==> src/rtl/csa_pkg.sv <==
// Shared definitions for the carry-save stream accumulator: FSM state encoding
// and default operand/accumulator widths.
package csa_pkg;

    localparam int CSA_DATA_W = 8;
    localparam int CSA_ACC_W  = 16;

    typedef enum logic [1:0] {
        ACCUM   = 2'd0,
        RESOLVE = 2'd1,
        OUTPUT  = 2'd2
    } csa_state_e;

endpackage

==> src/rtl/csa_compress_3to2.sv <==
// One row of W independent full adders: three equal-weight inputs reduce to a
// sum vector and a majority (carry) vector that is not yet shifted to its weight.
module csa_compress_3to2 #(
    parameter int W = 16
) (
    input  logic [W-1:0] a,
    input  logic [W-1:0] b,
    input  logic [W-1:0] c,
    output logic [W-1:0] s,
    output logic [W-1:0] m
);

    assign s = a ^ b ^ c;
    assign m = (a & b) | (a & c) | (b & c);

endmodule

==> src/rtl/csa_stream_accumulator.sv <==
// Packet accumulator holding its running total in carry-save form; one carry-propagate
// add per packet. Define CSA_ACC_SAT_EN to saturate out_data on overflow instead of wrapping.
module csa_stream_accumulator
    import csa_pkg::*;
#(
    parameter int DATA_W = CSA_DATA_W,
    parameter int ACC_W  = CSA_ACC_W
) (
    input  logic              clk,
    input  logic              rst_n,
    input  logic              in_valid,
    output logic              in_ready,
    input  logic [DATA_W-1:0] in_data,
    input  logic              in_last,
    output logic              out_valid,
    input  logic              out_ready,
    output logic [ACC_W-1:0]  out_data,
    output logic              out_ovf
);

    // Both ports: a beat transfers on a rising edge where valid & ready are both 1;
    // the source holds valid and its payload until that edge, and ready never waits on valid.

    csa_state_e       state_q, state_d;
    logic [ACC_W-1:0] sum_q, sum_d;
    logic [ACC_W-1:0] car_q, car_d;
    logic             drop_q, drop_d;
    logic [ACC_W-1:0] out_data_q, out_data_d;
    logic             out_ovf_q, out_ovf_d;

    logic [ACC_W-1:0] d_ext;
    logic [ACC_W-1:0] csa_s;
    logic [ACC_W-1:0] csa_m;
    logic [ACC_W:0]   full_sum;
    logic             resolve_ovf;

    assign d_ext = ACC_W'(in_data);

    csa_compress_3to2 #(.W(ACC_W)) u_compress (
        .a (sum_q),
        .b (car_q),
        .c (d_ext),
        .s (csa_s),
        .m (csa_m)
    );

    // Majority bits that would shift past the MSB are true carries of weight 2^ACC_W.
    assign full_sum    = {1'b0, sum_q} + {1'b0, car_q};
    assign resolve_ovf = drop_q | full_sum[ACC_W];

    always_comb begin
        state_d    = state_q;
        sum_d      = sum_q;
        car_d      = car_q;
        drop_d     = drop_q;
        out_data_d = out_data_q;
        out_ovf_d  = out_ovf_q;
        in_ready   = 1'b0;
        out_valid  = 1'b0;
        case (state_q)
            ACCUM: begin
                in_ready = 1'b1;
                if (in_valid) begin
                    sum_d  = csa_s;
                    car_d  = {csa_m[ACC_W-2:0], 1'b0};
                    drop_d = drop_q | csa_m[ACC_W-1];
                    if (in_last) begin
                        state_d = RESOLVE;
                    end
                end
            end
            RESOLVE: begin
                out_ovf_d = resolve_ovf;
`ifdef CSA_ACC_SAT_EN
                out_data_d = resolve_ovf ? {ACC_W{1'b1}} : full_sum[ACC_W-1:0];
`else
                out_data_d = full_sum[ACC_W-1:0];
`endif
                state_d = OUTPUT;
            end
            OUTPUT: begin
                out_valid = 1'b1;
                if (out_ready) begin
                    sum_d   = '0;
                    car_d   = '0;
                    drop_d  = 1'b0;
                    state_d = ACCUM;
                end
            end
            default: begin
                state_d = ACCUM;
            end
        endcase
    end

    always_ff @(posedge clk or negedge rst_n) begin
        if (!rst_n) begin
            state_q    <= ACCUM;
            sum_q      <= '0;
            car_q      <= '0;
            drop_q     <= 1'b0;
            out_data_q <= '0;
            out_ovf_q  <= 1'b0;
        end else begin
            state_q    <= state_d;
            sum_q      <= sum_d;
            car_q      <= car_d;
            drop_q     <= drop_d;
            out_data_q <= out_data_d;
            out_ovf_q  <= out_ovf_d;
        end
    end

    assign out_data = out_data_q;
    assign out_ovf  = out_ovf_q;

endmodule

==> config.mk <==
export PLATFORM = sky130hd
export DESIGN_NAME = csa_stream_accumulator
export DESIGN_NICKNAME = d
export VERILOG_FILES = /design/src/rtl/csa_pkg.sv /design/src/rtl/csa_compress_3to2.sv /design/src/rtl/csa_stream_accumulator.sv
export SDC_FILE = /design/constraint.sdc
export NUM_CORES = 1
export LEC_CHECK = 0
export CORE_MARGIN = 1.5
export CORE_UTILIZATION = 60
export CTS_CLUSTER_SIZE = 10
export DETAILED_ROUTE_END_ITERATION = 10
export PLACE_DENSITY = 0.84
export SYNTH_ARGS = -nofsm -noshare
export SYNTH_HDL_FRONTEND = slang
export SYNTH_SLANG_ARGS = --single-unit
==> constraint.sdc <==
create_clock -name clk -period 4.2 [get_ports clk]
set_input_delay 0.63 -clock clk [delete_from_list [all_inputs] [get_ports clk]]
set_output_delay 0.63 -clock clk [all_outputs]
set_load 0.02 [all_outputs]
==> metrics <==
Placement Rows=24; worst-path cell chain=nand2b_1 > inv_1 > clkdlybuf4s50_1; NetSw=0.0006850 W; Die H=71.38 um; Routed Antenna Nets=0; fin. max-slew vios=0; Syn Area/Cell=between 10 and 15 sq um; post-synthesis instance total=between 200 and 300; Critical Path AT=1.55 ns; fin cells=approximately 330; LEAKAGE=1.440 nW; Setup crit end kind=output port; crit start category=register; Syn Nets=292; max_cap viols=0; total setup buffers inserted after CTS=0; Synth area leaders=dfrtp_1, a22o_1, ha_1, fa_1, o21ai_0; synth warn=0; WL per Instance=16.49 um; cell area power density=559.5 mW/mm^2; combinational share of power=around 45%; min-delay src=out_data[12]; Period minus WS final=2.180 ns; worst vdd ir=0.3210 mV; slowest cell on the critical path=clkdlybuf4s50_1; starting density of the core=63.55%; area grow syn2layout=13.25%; placed cells=322; I/O pin cnt=32; setup_tns=0 ns; Worst R2R Start=sum_q[4]; diodes inserted=0; via count=2012; TritonCTS Sinks=just over 50; Hold Violations, Final=0; total gr overflow=0; cell taking the most area after synthesis=dfrtp_1; Critical Path Source=state_q[0]; final core utilization=between 70% and 80%; final setup fails=0; Hold Buf Count CTS=0; Crit Path Class=register to output port; overall power=around 0.0018 W; CTS tree=yes; Final Wtd Congestion=0.7972; initial antenna violation count=0; relative slew slack=roughly 22%; Clock power frac=14.5%; Cell variety after synth=47; gr usage total=23.23%; CTS Buf Count=5; Post-synth EDFFs=0; Reg power frac=41.0%; CP Data Required Time=3.57 ns; Hold Path Class=register to register; Clock H-tree levels=2; Clock Path Buffers=2; Residual DRC=0; dominant synthesized flop cell=dfrtp_1; DR iter-0 viols=around 160; Seq/Total Area, Yosys=45.50%; CORE AREA=between 0.004 and 0.005 sq mm; Filler Cells Inserted=338; Worst Tran Pin Value=1.163 ns; number of iterations in the first detailed-routing pass=4; drt via density=around 6; period utilization=51.90%; CTS resizes=0; commonest non-fill, non-tap cell in the layout=dfrtp_1; largest net degree at the start of global routing=52; fmax=458.7 MHz; Final HPWL DP=3795 um; crit path buf inv count=2; Max FO, Critical Path=5; Die W=slightly above 70 um; port bufs=31; Worst-path clk slew=around 0.090 ns; RSZ-0062 raised after global routing=no; first-pass GRT wire length=9246 um; layout cells sized above 1=roughly 5.4%; Switching Fraction=38.54%; internal power=between 0.001 and 0.0015 W; Post-synth ARST share=100.0%; commonest non-fill, non-tap cells in the layout=dfrtp_1, a22o_1, clkdlybuf4s50_1; top-area cell type share of the netlist area=45.50%; CP max stage delay=0.60 ns; drt total wl=5409 um; # nets final=314; Skew-Pair Late Insertion Delay=0.30 ns; full die area=0.005094 sq mm; vias in the first global route=just under 2000; root buffer cell=clkbuf_8; outcome=complete, no violations; flops & latches, synth=51; crit-path leading delay family=buffers and inverters; Max Clock Skew=0.006636 ns; Mapped Area=0.002805 sq mm
==> power by group through the flow <==
stage / Clock, W / Sequential, W / Combinational (W)
after floorplan: 0 / 0.000780 / 0.000489
after global placement: 0 / 0.000732 / 0.000765
after detailed placement: 0 / 0.000739 / 0.000788
after CTS: 0.000265 / 0.000731 / 0.000798
after global routing: 0.000278 / 0.000750 / 0.000879
final: 0.000258 / 0.000729 / 0.000791
==> state kept, by name, indices dropped and copies added, names as in the netlist <==
| name | count |
|---|---|
| car_q | 15 |
| drop_q | 1 |
| out_data | 16 |
| out_ovf | 1 |
| state_q | 2 |
| sum_q | 16 |
==> Yosys cell counts (all sizes together), types with 2 or more instances <==
cell and instances:
o21bai 2, nor2 4, fa 7, and2 2
buf 9, o21a 2, or2 2, xor2 5
nor3 2, nor3b 2, a31oi 2, xnor2 3
or3 2, clkbuf 7, nand2b 2, a21o 3
a21oi 16, a22o 31, nand4 5, mux2i 3
nor2b 2, inv 4, or4 2, o21ai 21
o211ai 6, a211oi 3, dfrtp 51, nand3 4
ha 17, nand2 24
==> kinds of logic (layout without fill, tap and decap cells) <==
kind of cell    after synthesis  in the layout  share of synthesized area (%)
fa+ha+maj                    24             24                          12.58
xor+xnor                      8              8                          2.498
buf+inv                      20             41                          3.078
simple gates                 57             57                          10.39
mux                           3              3                          1.071
flops                        51             51                          45.49
compound gates               92             92                          24.89
==> metrics by stage <==
stage	instance area, sq um	hold WS, ns	worst slack, ns
final	3177	0.4766	2.020
after global placement	3104	0.4584	1.818
after CTS	3177	0.4851	2.008
after global routing	3177	0.5102	1.918
after detailed placement	3104	0.4654	1.754
after floorplan	2805	0.3344	2.369
==> worst paths after layout <==
kind                                endpoint  slack [ns]  cells after the start
worst max register to register  out_data[10]        2.13                      6
worst max-delay path               out_valid        2.02                      3
max in group asynchronous           sum_q[3]        3.01                      1
worst min-delay path            out_data[12]        0.48                      2
min in group asynchronous        out_data[1]        0.52                      1
worst min register to register  out_data[12]        0.48                      2
==> layer usage <==
layer | GRT usage, % | vias to the layer above | part of all wire (%)
met5 | 0 | - | 0
met4 | 6.918 | 0 | 1.2
met3 | 4.641 | 6 | 4.7
met2 | 36.01 | 55 | 46
met1 | 33.52 | 961 | 48
li1 | - | 990 | -
==> worst register-to-register path: cells and delay by family (launching register included) <==
family,cells,cell delay (ns)
xor gates and xnor gates,1,0.17
adders and majority gates,1,0.39
DFF,1,0.43
AOI/OAI and AO/OA,4,0.93
==> cell type report <==
| type | count | area (sq um) | area share (%) |
|---|---|---|---|
| Clock buffer | 6 | 72.57 | 2.284 |
| Tap cell | 52 | 65.06 | 2.048 |
| Inverter | 4 | 15.01 | 0.4726 |
| Timing Repair Buffer | 31 | 305.3 | 9.610 |
| Multi-Input combinational cell | 184 | 1443 | 45.41 |
| Sequential cell | 51 | 1276 | 40.17 |
No activity file was read; power rests on OpenSTA's default activity.
